===== config.mk =====
export PLATFORM = sky130hd
export DESIGN_NAME = stream_fifo_push_arbiter_flat
export DESIGN_NICKNAME = d
export VERILOG_FILES = /design/src/rtl/stream_fifo_push_arbiter_pkg.sv /design/src/rtl/stream_fifo_push_arbiter_if.sv /design/src/rtl/stream_fifo_push_arbiter_rr_pick.sv /design/src/rtl/stream_fifo_push_arbiter.sv /design/src/flat_wrapper.sv
export SDC_FILE = /design/constraint.sdc
export NUM_CORES = 1
export LEC_CHECK = 0
export CAP_MARGIN = 10
export CORE_AREA = 2 2 62 64
export CTS_BUF_LIST = sky130_fd_sc_hd__clkbuf_16
export DETAILED_ROUTE_END_ITERATION = 6
export DIE_AREA = 0 0 64 66
export HOLD_SLACK_MARGIN = 0.05
export PLACE_DENSITY_LB_ADDON = 0.12
export SYNTH_ARGS = -nofsm -noshare
export SYNTH_HDL_FRONTEND = slang
export SYNTH_SLANG_ARGS = --single-unit

===== constraint.sdc =====
create_clock -name clk -period 3.8 [get_ports clk]
set_input_delay 0.76 -clock clk [delete_from_list [all_inputs] [get_ports clk]]
set_output_delay 0.76 -clock clk [all_outputs]
set_load 0.005 [all_outputs]

===== src/rtl/stream_fifo_push_arbiter_pkg.sv =====
// Shared types for the stream FIFO push arbiter.
// State encoding plus the occupancy-width helper.
package stream_fifo_push_arbiter_pkg;

  typedef enum logic [1:0] {
    IDLE,
    BURST,
    FLUSH
  } state_e;

  function automatic int occ_w(input int depth);
    return $clog2(depth) + 1;
  endfunction

endpackage


===== src/rtl/stream_fifo_push_arbiter_if.sv =====
// Producer-side and FIFO-side signals of the push arbiter.
// master is the arbiter view, slave the environment view.
interface stream_fifo_push_arbiter_if
  import stream_fifo_push_arbiter_pkg::*;
#(
  parameter int NUM_REQ = 4,
  parameter int DATA_W  = 8,
  parameter int DEPTH   = 16
);
  localparam int OW = occ_w(DEPTH);

  logic [NUM_REQ-1:0]        req_valid;
  logic [NUM_REQ-1:0]        req_ready;
  logic [NUM_REQ*DATA_W-1:0] req_payload;
  logic [NUM_REQ-1:0]        req_last;
  logic                      fifo_push_valid;
  logic                      fifo_push_ready;
  logic [DATA_W-1:0]         fifo_push_payload;
  logic [OW-1:0]             fifo_occupancy;
  logic                      fifo_flush;
  logic                      flush_req;
  logic                      flush_ack;
  logic [NUM_REQ-1:0]        grant;
  logic                      busy;

  modport master (
    input  req_valid, req_payload, req_last,
    input  fifo_push_ready, fifo_occupancy,
    input  flush_req,
    output req_ready, fifo_push_valid,
    output fifo_push_payload, fifo_flush,
    output flush_ack, grant, busy
  );

  modport slave (
    output req_valid, req_payload, req_last,
    output fifo_push_ready, fifo_occupancy,
    output flush_req,
    input  req_ready, fifo_push_valid,
    input  fifo_push_payload, fifo_flush,
    input  flush_ack, grant, busy
  );

endinterface


===== src/rtl/stream_fifo_push_arbiter_rr_pick.sv =====
// Combinational round-robin picker: first set request
// at or after ptr_i, wrapping modulo N.
module stream_fifo_push_arbiter_rr_pick #(
  parameter int N  = 4,
  parameter int PW = $clog2(N)
) (
  input  logic [N-1:0]  req_i,
  input  logic [PW-1:0] ptr_i,
  output logic [N-1:0]  pick_o,
  output logic          any_o
);

  logic          found;
  logic [PW-1:0] idx;

  always_comb begin
    pick_o = '0;
    found  = 1'b0;
    idx    = '0;
    for (int k = 0; k < N; k++) begin
      idx = PW'((int'(ptr_i) + k) % N);
      if (!found && req_i[idx]) begin
        pick_o[idx] = 1'b1;
        found       = 1'b1;
      end
    end
  end

  assign any_o = |req_i;

endmodule


===== src/rtl/stream_fifo_push_arbiter.sv =====
// Round-robin burst-locked arbiter for the FIFO push port,
// with free-space admission and burst-safe flush sequencing.
module stream_fifo_push_arbiter
  import stream_fifo_push_arbiter_pkg::*;
#(
  parameter int NUM_REQ    = 4,
  parameter int DATA_W     = 8,
  parameter int DEPTH      = 16,
  parameter int MAX_BURST  = 8,
  parameter int START_FREE = 4
) (
  input logic clk,
  input logic reset,
  stream_fifo_push_arbiter_if.master bus
);

  localparam int OW = occ_w(DEPTH);
  localparam int PW = $clog2(NUM_REQ);

  state_e             state_q;
  logic [NUM_REQ-1:0] grant_q;
  logic [PW-1:0]      owner_q;
  logic [PW-1:0]      rr_ptr_q;
  logic [7:0]         beat_cnt_q;
  logic               flush_pend_q;

  logic [NUM_REQ-1:0] pick;
  logic               any;
  logic [PW-1:0]      pick_idx;
  logic [OW-1:0]      free;
  logic [DATA_W-1:0]  owner_pay;
  logic               in_burst;
  logic               beat;
  logic               owner_last;
  logic               burst_end;

  stream_fifo_push_arbiter_rr_pick #(
    .N  (NUM_REQ),
    .PW (PW)
  ) u_pick (
    .req_i  (bus.req_valid),
    .ptr_i  (rr_ptr_q),
    .pick_o (pick),
    .any_o  (any)
  );

  always_comb begin
    pick_idx = '0;
    for (int i = 0; i < NUM_REQ; i++)
      if (pick[i]) pick_idx = PW'(i);
  end

  always_comb begin
    owner_pay = '0;
    for (int i = 0; i < NUM_REQ; i++)
      if (grant_q[i])
        owner_pay = bus.req_payload[i*DATA_W +: DATA_W];
  end

  // Occupancy never exceeds DEPTH, so this cannot wrap.
  assign free     = OW'(DEPTH) - bus.fifo_occupancy;
  assign in_burst = (state_q == BURST);

  assign bus.fifo_push_valid =
    in_burst && |(grant_q & bus.req_valid);
  assign bus.fifo_push_payload = owner_pay;
  assign bus.req_ready = in_burst ?
    (grant_q & {NUM_REQ{bus.fifo_push_ready}}) : '0;

  assign beat       = bus.fifo_push_valid && bus.fifo_push_ready;
  assign owner_last = |(grant_q & bus.req_last);
  assign burst_end  = beat &&
    (owner_last || beat_cnt_q == 8'(MAX_BURST - 1));

  assign bus.fifo_flush = (state_q == FLUSH);
  assign bus.flush_ack  = (state_q == FLUSH);
  assign bus.busy       = (state_q != IDLE);
  assign bus.grant      = grant_q;

  always_ff @(posedge clk) begin
    if (reset) begin
      state_q      <= IDLE;
      grant_q      <= '0;
      owner_q      <= '0;
      rr_ptr_q     <= '0;
      beat_cnt_q   <= '0;
      flush_pend_q <= 1'b0;
    end else begin
      unique case (state_q)
        IDLE: begin
          if (flush_pend_q || bus.flush_req) begin
            state_q <= FLUSH;
          end else if (any && free >= OW'(START_FREE)) begin
            grant_q    <= pick;
            owner_q    <= pick_idx;
            beat_cnt_q <= '0;
            state_q    <= BURST;
          end
        end
        BURST: begin
          if (bus.flush_req) flush_pend_q <= 1'b1;
          if (burst_end) begin
            rr_ptr_q <= (owner_q == PW'(NUM_REQ - 1)) ?
              '0 : owner_q + 1'b1;
            grant_q  <= '0;
            state_q  <= IDLE;
          end else if (beat) begin
            beat_cnt_q <= beat_cnt_q + 1'b1;
          end
        end
        FLUSH: begin
          flush_pend_q <= 1'b0;
          state_q      <= IDLE;
        end
        default: state_q <= IDLE;
      endcase
    end
  end

endmodule


===== src/flat_wrapper.sv =====
// flat-port wrapper written by rule: the top's interface ports become plain ports
module stream_fifo_push_arbiter_flat import stream_fifo_push_arbiter_pkg::*;
#(
  parameter int NUM_REQ    = 4,
  parameter int DATA_W     = 8,
  parameter int DEPTH      = 16,
  parameter int MAX_BURST  = 8,
  parameter int START_FREE = 4
)
  (clk, reset, bus_req_valid, bus_req_payload, bus_req_last, bus_fifo_push_ready, bus_fifo_occupancy, bus_flush_req, bus_req_ready, bus_fifo_push_valid, bus_fifo_push_payload, bus_fifo_flush, bus_flush_ack, bus_grant, bus_busy);
  stream_fifo_push_arbiter_if #(.NUM_REQ(NUM_REQ), .DATA_W(DATA_W), .DEPTH(DEPTH)) bus_i ();
  input logic clk;
  input logic reset;
  input wire logic [$bits(bus_i.req_valid)-1:0] bus_req_valid;
  input wire logic [$bits(bus_i.req_payload)-1:0] bus_req_payload;
  input wire logic [$bits(bus_i.req_last)-1:0] bus_req_last;
  input wire logic [$bits(bus_i.fifo_push_ready)-1:0] bus_fifo_push_ready;
  input wire logic [$bits(bus_i.fifo_occupancy)-1:0] bus_fifo_occupancy;
  input wire logic [$bits(bus_i.flush_req)-1:0] bus_flush_req;
  output wire logic [$bits(bus_i.req_ready)-1:0] bus_req_ready;
  output wire logic [$bits(bus_i.fifo_push_valid)-1:0] bus_fifo_push_valid;
  output wire logic [$bits(bus_i.fifo_push_payload)-1:0] bus_fifo_push_payload;
  output wire logic [$bits(bus_i.fifo_flush)-1:0] bus_fifo_flush;
  output wire logic [$bits(bus_i.flush_ack)-1:0] bus_flush_ack;
  output wire logic [$bits(bus_i.grant)-1:0] bus_grant;
  output wire logic [$bits(bus_i.busy)-1:0] bus_busy;
  assign bus_i.req_valid = bus_req_valid;
  assign bus_i.req_payload = bus_req_payload;
  assign bus_i.req_last = bus_req_last;
  assign bus_i.fifo_push_ready = bus_fifo_push_ready;
  assign bus_i.fifo_occupancy = bus_fifo_occupancy;
  assign bus_i.flush_req = bus_flush_req;
  assign bus_req_ready = bus_i.req_ready;
  assign bus_fifo_push_valid = bus_i.fifo_push_valid;
  assign bus_fifo_push_payload = bus_i.fifo_push_payload;
  assign bus_fifo_flush = bus_i.fifo_flush;
  assign bus_flush_ack = bus_i.flush_ack;
  assign bus_grant = bus_i.grant;
  assign bus_busy = bus_i.busy;
  stream_fifo_push_arbiter #(.NUM_REQ(NUM_REQ), .DATA_W(DATA_W), .DEPTH(DEPTH), .MAX_BURST(MAX_BURST), .START_FREE(START_FREE)) u_core (.clk(clk), .reset(reset), .bus(bus_i));
endmodule

---- Word-level counts from Yosys, hierarchy flattened ----
Cells that the tools add are included.
cells by class
  reduce and logical (&&, ||, !) cells .... 29
  equality and inequality tests ........... 11
  add/subtract/negate cells ............... 6
  $lt $le $gt $ge ......................... 9
  muxes and demuxes ....................... 47
  bitwise operators ....................... 7
operators with widths
  kind                                                                   count
  8-bit 2-to-1 mux                                                       8
  4-bit 2-to-1 mux                                                       8
  8-bit one-hot mux with 2 select lines                                  1
  1-bit 2-to-1 mux                                                       13
  4-bit bitwise AND                                                      3
  2-bit by 3-bit < comparator with 1-bit output, second input constant   4
  2-bit 2-to-1 mux                                                       6
  4-bit OR                                                               3
  4-bit OR reduction                                                     3
  1-bit logical AND                                                      11
  2-bit inequality test, second input constant                           5
  8-bit by 1-bit adder with 8-bit output, second input constant          1
  1-bit binary-select mux with 2-bit select                              4
  1-bit demux with 2-bit select                                          4
  8-bit by 3-bit == test with 1-bit output, second input constant        1
  2-bit by 1-bit >= comparator with 1-bit output, second input constant  4
  4-bit one-hot mux with 2 select lines                                  1
  2-bit AND reduction                                                    3
  2-bit nonzero test                                                     3
  5-bit by 3-bit >= comparator with 1-bit output, second input constant  1
  5-bit AND reduction                                                    1
  5-bit subtractor, first input constant                                 1
  2-bit by 1-bit adder with 2-bit output, second input constant          2
  2-bit adder, second input constant                                     2
  12 further kinds                                                       16
word-level totals
  bits of input ports ..................... 49
  output and inout port bits .............. 20
  flip-flop bits (word level) ............. 19

---- Logic depth before layout (Yosys ltp) ----
  depth after elaboration ................. 15
  mapped depth ............................ 9
  gate-level depth less buffers ........... 8

---- Modules after synthesis ----
From an unflattened synthesis, not the netlist that was laid out.
second synthesis, totals
  cell total of the unflattened synthesis .. 207
  area total of the unflattened synthesis .. 1592.8 um2
modules (own cells, without submodules)
  module                            cells each  times used  area each (um2)
  stream_fifo_push_arbiter          170         1           1247.4
  stream_fifo_push_arbiter_rr_pick  37          1           345.3

---- Worst setup path before layout ----
OpenSTA, ideal clock, no wires.
  path kind ............................... flip-flop to flip-flop
  from .................................... register u_core.rr_ptr_q[0]
  to ...................................... register u_core.owner_q[0]
  path slack .............................. 1226 ps
  data required time ...................... 3666 ps
  clock period less this slack ............ 2574 ps
  data arrival time ....................... 2439 ps
  buffers on the path ..................... 1
  setup time .............................. 134 ps
  cell stages (with the launch flop) ...... 9
  path through ............................ dfxtp_1 > buf_2 > inv_1 > ha_1 > mux4_2 > nor4b_4 > a221oi_1 > a2111oi_1 > a211oi_1
on the way
  cells in the longest elaborated chain, start to end .. 15
RTL lines
  what                                                                                    line                                    RTL
  start, declared                                                                         stream_fifo_push_arbiter.sv:23          logic [PW-1:0] rr_ptr_q;
  start signal, assigned                                                                  stream_fifo_push_arbiter.sv:103         rr_ptr_q <= (owner_q == PW'(NUM_REQ - 1)) ?
  branches (longest 11 deep; another with 2-bit by 3-bit < comparator with 1-bit output)  -
  4-bit 2-to-1 mux (*)                                                                    stream_fifo_push_arbiter_rr_pick.sv:22  if (!found && req_i[idx]) begin
  1-bit 2-to-1 mux                                                                        stream_fifo_push_arbiter.sv:50          if (pick[i]) pick_idx = PW'(i);
  2-bit 2-to-1 mux                                                                        stream_fifo_push_arbiter.sv:50
  2-bit 2-to-1 mux (*)                                                                    stream_fifo_push_arbiter.sv:50
  end signal, assigned                                                                    stream_fifo_push_arbiter.sv:95          owner_q <= pick_idx;
  end, declared                                                                           stream_fifo_push_arbiter.sv:22          logic [PW-1:0] owner_q;
Mark *: on every way between the ends. The select of a mux whose other input is x is not followed.
A chain may end at the register's enable or synchronous reset.

---- Final worst setup path ----
  from .................................... input port bus_req_valid[0]
  to ...................................... output port bus_fifo_push_valid
on the way
  cells in the longest elaborated chain, start to end .. 3
RTL lines
  what                line                            RTL
  start, declared     flat_wrapper.sv:14              input wire logic [$bits(bus_i.req_valid)-1:0] bus_req_valid;
  4-bit bitwise AND   stream_fifo_push_arbiter.sv:65  in_burst && |(grant_q & bus.req_valid);
  4-bit OR reduction  stream_fifo_push_arbiter.sv:65
  1-bit logical AND   stream_fifo_push_arbiter.sv:65
  end, declared       flat_wrapper.sv:21              output wire logic [$bits(bus_i.fifo_push_valid)-1:0] bus_fifo_push_valid;
No other way between the ends.

==> impl_metrics.py <==
metrics = {
    "status": {
        "status": "completed",
    },
    "floorplan": {
        "die_width_um": 64,
        "start_util_pct": 44.61,
        "rows": 22,
        "chipHeight_um": 66,
        "die_area_mm2": 0.004224,
        "fp.coreArea_mm2": 0.003551,
        "pin_count": 69,
    },
    "drt": {
        "first_iter_violations": 54,
        "route.antenna.remaining_nets": 0,
        "wl_per_cell_um": 15.18,
        "drt-total-wl_um": 4720,
        "first_pass_iters": 4,
        "avgViaCountPerCell": 5.556,
        "dr_total_vias": 1728,
        "drc": 0,
    },
    "pwr": {
        "peakVddDrop_mv": 0.3528,
        "seqPwrFrac_pct": 34.9,
        "p_switching_mw": 0.1784,
        "internal-power_mw": 0.4663,
        "pwr-share-clk_pct": 34.7,
        "p_leak_nw": 0.8585,
        "p_per_area_mw_per_mm2": 272.3,
        "switching_share_pct": 27.68,
        "p_comb_share_pct": 30.4,
    },
    "critical_path": {
        "cp-start-kind": "input pin",
        "timing.rr.start": "u_core.rr_ptr_q[0]$_SDFFE_PP0P_",
        "endpoint_kind": "output pin",
        "crit_start": "bus_req_valid[0]",
        "arrival_ps": 2470,
        "crit_fanout": 6,
        "cp_data_required_time_ps": 3040,
        "crit_type": "input pin to output pin",
    },
    "global_routing": {
        "grt_max_degree": 22,
        "grt_pass1_vias": 1652,
        "grt_pass1_wl_um": 7838,
        "grt-ovfl-total": 0,
        "track_usage_pct": 23.84,
        "antenna_found_initial": 0,
    },
    "timing": {
        "drv_slew": 0,
        "fin_skew_ps": 2.517,
        "max_freq_mhz": 309.4,
        "finalSetupViolCount": 0,
        "hold_violations": 0,
        "tightestPinTransition_ps": 813.2,
        "layout_min_cycle_time_ps": 3232,
        "min_period_over_period_pct": 85.06,
        "holdWs_ps": 470.5,
        "finalSetupTns_ps": 0,
        "relSlewSlack_pct": 45.62,
        "rsz0062_at_grt": "false",
    },
    "clock_tree": {
        "ctsRootBufferMaster": "clkbuf_16",
        "cts_max_level": 1,
        "postCtsSetupBuffers": 0,
        "cts_tree": "built",
        "cts_resized": 0,
        "clock-sinks": 19,
        "cts_buffers": 3,
        "clk_path_buf_depth": 2,
        "holdBufCountCts": 0,
        "path_clk_slew_ps": 60,
        "insertion_delay_ps": 260,
    },
    "placement": {
        "placed_area_mm2": 0.002285,
        "dp_cells": 307,
        "globalplace.congestion": 0.8177,
        "hpwl_um": 3760,
        "io_buffers": 68,
    },
    "synth": {
        "seq_area_frac_synth_pct": 24.01,
        "synth-edff-count": 0,
        "synth.top_cell.area_share_pct": 24.01,
        "synth_top_cells_by_area": "dfxtp_1 (24%), ha_1 (7.1%), a21oi_1 (6.3%), a22oi_1 (5.7%), mux4_2 (5.7%)",
        "ys_ff_latch": 19,
        "synth_area_per_cell_um2": 7.881,
        "yosys_warnings": 0,
        "syn_area_mm2": 0.001584,
        "postSynthCellCount": 201,
        "synth_top_cell_by_area": "dfxtp_1",
        "synth_nets": 259,
        "ys_types": 48,
        "ys.flop_type": "dfxtp_1",
        "synthArstFlopShare_pct": 0,
    },
    "layout": {
        "n_antenna_cell": 0,
        "areaGrowthSynthToFinish_pct": 49.45,
        "fin_cells": 311,
        "design_area_mm2": 0.002367,
        "drive_above_1_share_pct": 8.365,
        "nNetsFinal": 322,
    },
    "hold_path": {
        "worstHoldStart": "u_core.owner_q[1]$_SDFFE_PP0P_",
        "holdCritPathClass": "flip-flop to flip-flop",
    },
    "job": {
        "drv_cap": 0,
    },
}
==> critical path, stage by stage <==
cell             delay (ps)
clkdlybuf4s50_1         480
a22o_1                  250
a221oi_1                420
nor2_1                   90
clkdlybuf4s50_1         470
==> stage by stage <==
stage / setup slack, ps / power (mW) / utilization [%]
finish: 567.8 / 0.6447 / 66.67
global route: 444.9 / 0.6765 / 66.67
CTS: 542.1 / 0.6506 / 66.67
detailed placement: 540.4 / 0.4257 / 64.34
global placement: 553.2 / 0.4225 / 64.34
floorplan: 1226 / 0.3203 / -
==> cell usage after synthesis (3+ instances only) <==
master / count
and3_1: 5
a22oi_1: 12
nand2_1: 24
or3_1: 4
o21ai_0: 17
mux4_2: 4
clkbuf_1: 9
a21oi_1: 20
a221oi_1: 3
ha_1: 9
or3b_2: 3
nand3_1: 4
dfxtp_1: 19
nor2_1: 20
inv_1: 5
==> cell usage in the layout, fill, tap and decap left out, drive strengths merged, types with 2 or more instances in the layout <==
cell type	Yosys	final
clkdlybuf4s50	0	68
nand2	24	24
nor2	21	21
a21oi	20	20
dfxtp	19	19
o21ai	17	17
a22oi	12	12
ha	9	9
and3	7	7
inv	5	5
or3	4	4
nand3	4	4
mux4	4	4
a221oi	3	3
or3b	3	3
clkbuf	9	3
buf	4	3
nor2b	2	2
or4	2	2
mux2i	2	2
and2	2	2
nor3	2	2
a221o	2	2
a211oi	2	2
nand3b	2	2
nor4b	2	2
==> layout make-up <==
type / count / area, µm²
fillers: 302 / 1184
clock buffers: 3 / 75.07
well taps: 48 / 60.06
clock inverters: 1 / 7.507
repair buffers: 71 / 703.2
inverters: 5 / 18.77
multi-input cells: 164 / 1122
flip-flops and latches: 19 / 380.4
==> cells by family (layout without fill, tap and decap cells) <==
| kind of cell | Yosys count | after routing | share of synthesized area (%) |
|---|---|---|---|
| muxes | 7 | 7 | 7.899 |
| and+or+nand+nor | 81 | 81 | 27.25 |
| AOI/OAI and AO/OA | 67 | 67 | 28.60 |
| buffers and inverters | 18 | 80 | 5.134 |
| adders and majority gates | 9 | 9 | 7.109 |
| DFF | 19 | 19 | 24.01 |
==> layer usage <==
layer	wire length (µm)	global-route usage, %	vias to the layer above
li1	-	-	875
met1	1909	26.76	793
met2	2453	44.14	52
met3	253	4.770	8
met4	104	8.967	0
met5	0	0	-
==> final timing paths <==
kind	endpoint	cells past startpoint	slack (ps)
max reg2reg	u_core.owner_q[0]$_SDFFE_PP0P_	7	850
min	u_core.owner_q[1]$_SDFFE_PP0P_	2	470
max	bus_fifo_push_valid	5	570
min reg2reg	u_core.owner_q[1]$_SDFFE_PP0P_	2	470
==> registers in the layout, indices dropped and copies added (netlist names) <==
register,cells
u_core.beat_cnt_q,8
u_core.bus.grant,4
u_core.flush_pend_q,1
u_core.owner_q,2
u_core.rr_ptr_q,2
u_core.state_q,2
==> power groups by stage <==
stage	logic (mW)	clock network (mW)	registers (mW)
6_report	0.196	0.224	0.225
5_1_grt	0.217	0.232	0.227
4_1_cts	0.197	0.228	0.225
3_5_place_dp	0.196	0	0.230
3_3_place_gp	0.193	0	0.229
2_1_floorplan	0.0998	0	0.220
(Power assumes the default switching activity.)
